## config.mk

```make
export PLATFORM = sky130hd
export DESIGN_NAME = qoa_slice_loader
export DESIGN_NICKNAME = d
export VERILOG_FILES = /design/src/rtl/qoa_slice_loader.sv
export SDC_FILE = /design/constraint.sdc
export NUM_CORES = 1
export LEC_CHECK = 0
export ABC_AREA = 1
export CAP_MARGIN = 20
export CORE_MARGIN = 2
export CORE_UTILIZATION = 52
export CTS_CLUSTER_DIAMETER = 200
export DETAILED_ROUTE_END_ITERATION = 12
export HOLD_SLACK_MARGIN = 0.05
export PLACE_DENSITY = 0.76
export SETUP_SLACK_MARGIN = 0.02
export SYNTH_ARGS = -nofsm -noshare
export SYNTH_HDL_FRONTEND = slang
export SYNTH_SLANG_ARGS = --single-unit
```

## constraint.sdc

```tcl
create_clock -name sys_clk -period 1.47 [get_ports sys_clk]
set_clock_uncertainty 0.2 [all_clocks]
set_input_delay 0.147 -clock sys_clk [delete_from_list [all_inputs] [get_ports sys_clk]]
set_output_delay 0.147 -clock sys_clk [all_outputs]
set_load 0.05 [all_outputs]
```

## src/rtl/qoa_slice_loader.sv

```systemverilog
// rtl/qoa_slice_loader.sv - SPI byte-stream command parser feeding the QOA dequant/LMS core
//
// Purpose: decodes opcode + 8-byte payloads. HIST/WEIGHT payloads become four
// 16-bit LMS register write pulses. SLICE payloads are captured as a 64-bit
// slice and streamed out as 20 three-bit residual codes over valid/ready.
//
// Optional feature macro: QOA_LOADER_ERR_EN (sticky protocol error flag).
//
// Ports:
//   sys_clk, sys_rst_n     clock, asynchronous active-low reset
//   data_rdy, spi_in       one-cycle byte strobe and received byte
//   wr_en/sel/idx/data     LMS register write (sel 0 = history, 1 = weight)
//   res_valid/ready        residual handshake
//   res_sf, res_qr, res_last  scalefactor, residual code, last-of-slice marker
//   busy                   parser not idle
//   err                    sticky protocol error (0 unless macro defined)
module qoa_slice_loader #(
   parameter logic [7:0] OP_HIST   = 8'h01,
   parameter logic [7:0] OP_WEIGHT = 8'h02,
   parameter logic [7:0] OP_SLICE  = 8'h03
) (
   input  logic        sys_clk,
   input  logic        sys_rst_n,
   input  logic        data_rdy,
   input  logic [7:0]  spi_in,
   output logic        wr_en,
   output logic        wr_sel,
   output logic [1:0]  wr_idx,
   output logic [15:0] wr_data,
   output logic        res_valid,
   input  logic        res_ready,
   output logic [3:0]  res_sf,
   output logic [2:0]  res_qr,
   output logic        res_last,
   output logic        busy,
   output logic        err
);

   typedef enum logic [1:0] {S_IDLE = 2'd0, S_LOAD = 2'd1, S_EMIT = 2'd2} state_t;

   state_t      r_state;
   state_t      w_next;
   logic        r_op_weight;
   logic        r_op_slice;
   logic [2:0]  r_byte_cnt;
   logic [7:0]  r_hi;
   logic [63:0] r_slice;
   logic [4:0]  r_res_cnt;
   logic        r_wr_en;
   logic        r_wr_sel;
   logic [1:0]  r_wr_idx;
   logic [15:0] r_wr_data;

   logic w_is_op;
   logic w_hs;

   assign w_is_op = (spi_in == OP_HIST) || (spi_in == OP_WEIGHT) || (spi_in == OP_SLICE);
   assign w_hs    = res_valid && res_ready;

   // State register
   always_ff @(posedge sys_clk or negedge sys_rst_n) begin
      if (!sys_rst_n) r_state <= S_IDLE;
      else            r_state <= w_next;
   end

   // Next-state logic
   always_comb begin
      w_next = r_state;
      case (r_state)
         S_IDLE: if (data_rdy && w_is_op) w_next = S_LOAD;
         S_LOAD: if (data_rdy && (r_byte_cnt == 3'd7)) w_next = r_op_slice ? S_EMIT : S_IDLE;
         S_EMIT: if (w_hs && (r_res_cnt == 5'd19)) w_next = S_IDLE;
         default: w_next = S_IDLE;
      endcase
   end

   // Output logic; residual fields are zeroed outside EMIT so idle outputs read 0
   always_comb begin
      busy      = (r_state != S_IDLE);
      res_valid = (r_state == S_EMIT);
      res_last  = res_valid && (r_res_cnt == 5'd19);
      res_sf    = res_valid ? r_slice[63:60] : 4'd0;
      res_qr    = res_valid ? r_slice[59:57] : 3'd0;
   end

   // Payload datapath
   always_ff @(posedge sys_clk or negedge sys_rst_n) begin
      if (!sys_rst_n) begin
         r_op_weight <= 1'b0;
         r_op_slice  <= 1'b0;
         r_byte_cnt  <= 3'd0;
         r_hi        <= 8'd0;
         r_slice     <= 64'd0;
         r_res_cnt   <= 5'd0;
         r_wr_en     <= 1'b0;
         r_wr_sel    <= 1'b0;
         r_wr_idx    <= 2'd0;
         r_wr_data   <= 16'd0;
      end else begin
         r_wr_en <= 1'b0;
         case (r_state)
            S_IDLE: begin
               if (data_rdy && w_is_op) begin
                  r_op_weight <= (spi_in == OP_WEIGHT);
                  r_op_slice  <= (spi_in == OP_SLICE);
                  r_byte_cnt  <= 3'd0;
               end
            end
            S_LOAD: begin
               if (data_rdy) begin
                  // 3-bit counter wraps to 0 after byte 7, ready for the next command
                  r_byte_cnt <= r_byte_cnt + 3'd1;
                  if (r_op_slice) begin
                     r_slice <= {r_slice[55:0], spi_in};
                     if (r_byte_cnt == 3'd7) r_res_cnt <= 5'd0;
                  end else if (!r_byte_cnt[0]) begin
                     r_hi <= spi_in;
                  end else begin
                     r_wr_en   <= 1'b1;
                     r_wr_sel  <= r_op_weight;
                     r_wr_idx  <= r_byte_cnt[2:1];
                     r_wr_data <= {r_hi, spi_in};
                  end
               end
            end
            S_EMIT: begin
               // Scalefactor stays put; residual field shifts up one code per handshake
               if (w_hs) begin
                  r_slice[59:0] <= {r_slice[56:0], 3'b000};
                  r_res_cnt     <= r_res_cnt + 5'd1;
               end
            end
            default: ;
         endcase
      end
   end

   assign wr_en   = r_wr_en;
   assign wr_sel  = r_wr_sel;
   assign wr_idx  = r_wr_idx;
   assign wr_data = r_wr_data;

`ifdef QOA_LOADER_ERR_EN
   logic r_err;
   logic w_err_evt;

   // Unknown opcode in IDLE (0x00 is a legal NOP) or any byte during EMIT
   assign w_err_evt = data_rdy &&
                      (((r_state == S_IDLE) && !w_is_op && (spi_in != 8'h00)) ||
                       (r_state == S_EMIT));

   always_ff @(posedge sys_clk or negedge sys_rst_n) begin
      if (!sys_rst_n)     r_err <= 1'b0;
      else if (w_err_evt) r_err <= 1'b1;
   end

   assign err = r_err;
`else
   assign err = 1'b0;
`endif

endmodule

```

==> metrics.sh <==
CRIT_REQUIRED_NS=1.53
DP_HPWL_MM=7.15
CTS_BUF_COUNT=9
DRC=0
FINAL_CRITICAL_PATH_SETUP_SLACK_NS=-0.445
GRT_REMAINING_OVERFLOW=0
PLACEMENTROWS=35
DETAILROUTE.WIRELENGTH.MET2_MM=8.67
SWITCHING_SHARE_PCT=42.7
FINAL-MAX-SLEW-VIOLATION-COUNT=0
FLOORPLAN.IO_PINS=43
AVGROUTEDWIREPERCELL_UM=21.3
VIAS=5170
WL_MET3_MM=1.68
P_SWITCHING_uW=5380
RSZ0062_AT_GRT='true'
VIA_COUNT_OF_THE_FIRST_GLOBAL_ROUTING_PASS=4761
SYNTHDISTINCTLIBCELLS=24
HOLD_VIOL_FINAL=0
DRT_WL_TOTAL_MM=17.8
CTS-ROOT-BUF='clkbuf_8'
P_CLK_SHARE_PCT=14.4
HIGHEST-SIGNAL-LAYER='met4'
CHIPHEIGHT_UM=100
ANTENNA_FOUND_INITIAL=0
SYNTHCELLS=609
FRACTION_OF_LAYOUT_CELLS_WITH_A_SIZE_SUFFIX_ABOVE_1_PCT=30.1
TIMING.SETUP.CRITICAL_PATH_CLASS='flop to flop'
SETUP.WORST_PATH.END_CLASS='flop'
SEQ_POWER_SHARE_PCT=39.2
WORSTPATHARRIVAL_NS=1.97
SETUP-VIOLATIONS-FINAL=112
POWER.LEAKAGE_uW=0.00350
HTREE_LEVELS=3
SYNTH.FF_LATCH_COUNT=104
INITIAL_UTILIZATION_PCT=52.7
FINAL_ANTENNA_NET_COUNT=0
YOSYSWARNINGS=0
CTS_TREE='yes'
LAYOUT_NETS=734
DIE-AREA_MM2=0.0100
POWER_FRAC_COMB_PCT=46.4
FINALWORSTPATHREQUIREDPERIOD_NS=1.91
CTS.SINK_COUNT=104
GRT_USAGE_PCT=30.1
WORST-PATH-MAX-FANOUT=6
PORT_BUFFERS=41
VDD_IR_DROP_MAX_mV=0.889
SYNTH_SEQ_AREA_SHARE_PCT=54.2
SYNTHTOLAYOUTAREAGROWTH_PCT=51.2
GRT_FIRST_PASS_WIRELENGTH_MM=23.4
MAXCAPVIOLATIONS=0
MAX_CLOCK_FREQ_MHz=522
VIOLATIONS='setup timing'
DRT_FIRST_ITER_VIOLATIONS=586
PLACEABLECOREAREA_MM2=0.00911
PLACED_CELL_AREA_MM2=0.00597
CTS-ROOT-TO-SINK-BUFFERS=2
ROUTEDLENGTHMET1_MM=6.42
CLK-INSERTION-DELAY-LATE_NS=0.39
GRT_MAX_DEGREE=56
VIASPERCELL=6.19
POST_SYNTH_INSTANCE_AREA_MM2=0.00480
POST-ROUTE-CELL-AREA_MM2=0.00727
SYNTH_NETS=624
CELLPOWERDENSITY_mW_PER_MM2=1730
FINAL_TOTAL_NEGATIVE_SETUP_SLACK_NS=-39.16
FINALWEIGHTEDCONGESTION=0.776
DIE_X_UM=100
CLK_TRANSITION_REPORTED_PATHS_NS=0.10
POSTLAYOUTCOREUTIL_PCT=79.8
WORSTSETUPSTARTPOINTTYPE='flop'
DRT_FIRST_PASS_ITERS=5
MIN_PERIOD_OVER_PERIOD_PCT=130
INSERTEDDIODECOUNT=0
INTERNAL_POWER_uW=7210
STATUS='complete, but fails checks'
AVGSYNTHCELLAREA_UM2=7.89
HOLD_PATH_CLASS='primary input to asynchronous set/reset pin'
layout make-up:
| type | count | area, um2 |
|---|---|---|
| sequential | 104 | 2610 |
| tap | 111 | 139 |
| timing repair buffer | 131 | 1900 |
| multi-input combinational | 418 | 2210 |
| clock buffer | 11 | 151 |
| fill | 461 | 1840 |
| inverter | 55 | 219 |
| clock inverter | 5 | 38.8 |
cells in the mapped netlist (all sizes together):
cell type	count	area share, %
a21oi	9	1.2
buf	22	2.5
clkbuf	11	0.86
conb	1	0.078
dfrtp	104	54
ha	3	0.78
inv	55	4.3
mux2i	1	0.21
nand2	231	18
nand3	11	1.1
nand4	8	1.0
nor2	30	2.7
o21a	1	0.16
o21ai	121	13
xnor2	1	0.18
state kept, by name (all words and copies together) (netlist names), 2 cells and up:
signal and count:
r_slice 64, wr_data 16, r_hi 8, r_res_cnt 5, r_byte_cnt 3, r_state 2, wr_idx 2
critical path, stage by stage, from the launching register on:
cell	delay [ns]
dfrtp_2	0.46
inv_4	0.07
buf_6	0.12
nor2_4	0.15
nand2_4	0.09
a21oi_4	0.25
buf_6	0.20
clkbuf_16	0.16
o21ai_0	0.09
cells in the final DEF (no fill, tap or decap), types with 10 or more instances in the layout:
master and count:
buf_12 41, buf_4 43, buf_6 21, clkbuf_8 11, clkdlybuf4s50_1 10, dfrtp_1 101
inv_1 50, nand2_1 200, nand2_2 20, nor2_1 15, nor2_4 12, o21ai_0 80
o21ai_1 22, o21ai_2 18
logic make-up (layout without fill, tap and decap cells):
| group | count (synthesis) | in the layout | synth area share [%] |
|---|---|---|---|
| and+or+nand+nor | 280 | 281 | 23.0 |
| AOI/OAI and AO/OA | 131 | 131 | 13.9 |
| DFF | 104 | 104 | 54.2 |
| buffers and inverters | 88 | 202 | 7.66 |
| adders and majority gates | 3 | 3 | 0.781 |
| other | 1 | 1 | 0.0781 |
| xor gates and xnor gates | 1 | 1 | 0.182 |
| muxes | 1 | 1 | 0.208 |
power by group through the flow:
stage / Clock [uW] / Sequential (uW) / Combinational (uW)
2_1_floorplan: 0 / 5350 / 1770
3_3_place_gp: 0 / 4720 / 4220
3_5_place_dp: 0 / 4760 / 4360
4_1_cts: 1750 / 4730 / 4890
5_1_grt: 1910 / 5000 / 6170
6_report: 1810 / 4940 / 5840
path summary, 6_finish.rpt:
path,end,slack [ns],startpoint,cells past startpoint
worst max-delay path,r_slice[34],-0.44,r_state[0],8
worst min-delay path,r_res_cnt[2],0.05,sys_rst_n,2
worst max register to register,r_slice[34],-0.44,r_state[0],8
worst min register to register,r_op_weight,0.32,r_op_weight,2
max in group asynchronous,r_op_slice,0.42,sys_rst_n,3
min in group sys_clk,wr_data[4],0.23,spi_in[4],3
through the flow:
| stage | total power, uW | setup WS, ns | hold slack [ns] | instances |
|---|---|---|---|---|
| global placement | 8940 | -0.333 | -0.0868 | 767 |
| floorplan | 7120 | -0.0611 | -0.349 | 609 |
| finish | 12600 | -0.445 | 0.0547 | 835 |
| global route | 13100 | -0.480 | 0.0748 | 835 |
| CTS | 11400 | -0.280 | 0.0560 | 819 |
| detailed placement | 9130 | -0.382 | -0.0867 | 767 |
per-layer routing:
layer  vias to the layer above  track usage (%)
li1                       2150                -
met1                      2507             37.1
met2                       403             51.5
met3                       110             6.13
met4                         0             13.0
met5                         -                0
repair_timing:
item,in CTS,in global routing
pin swaps,10,12
buffers inserted,25,11
hold buffers,1,0
endpoints found under the hold margin,104,0
resized for setup,66,81
setup endpoints to repair,113,114
gates cloned,10,9
Note: power is estimated with default switching activity, not from simulation.
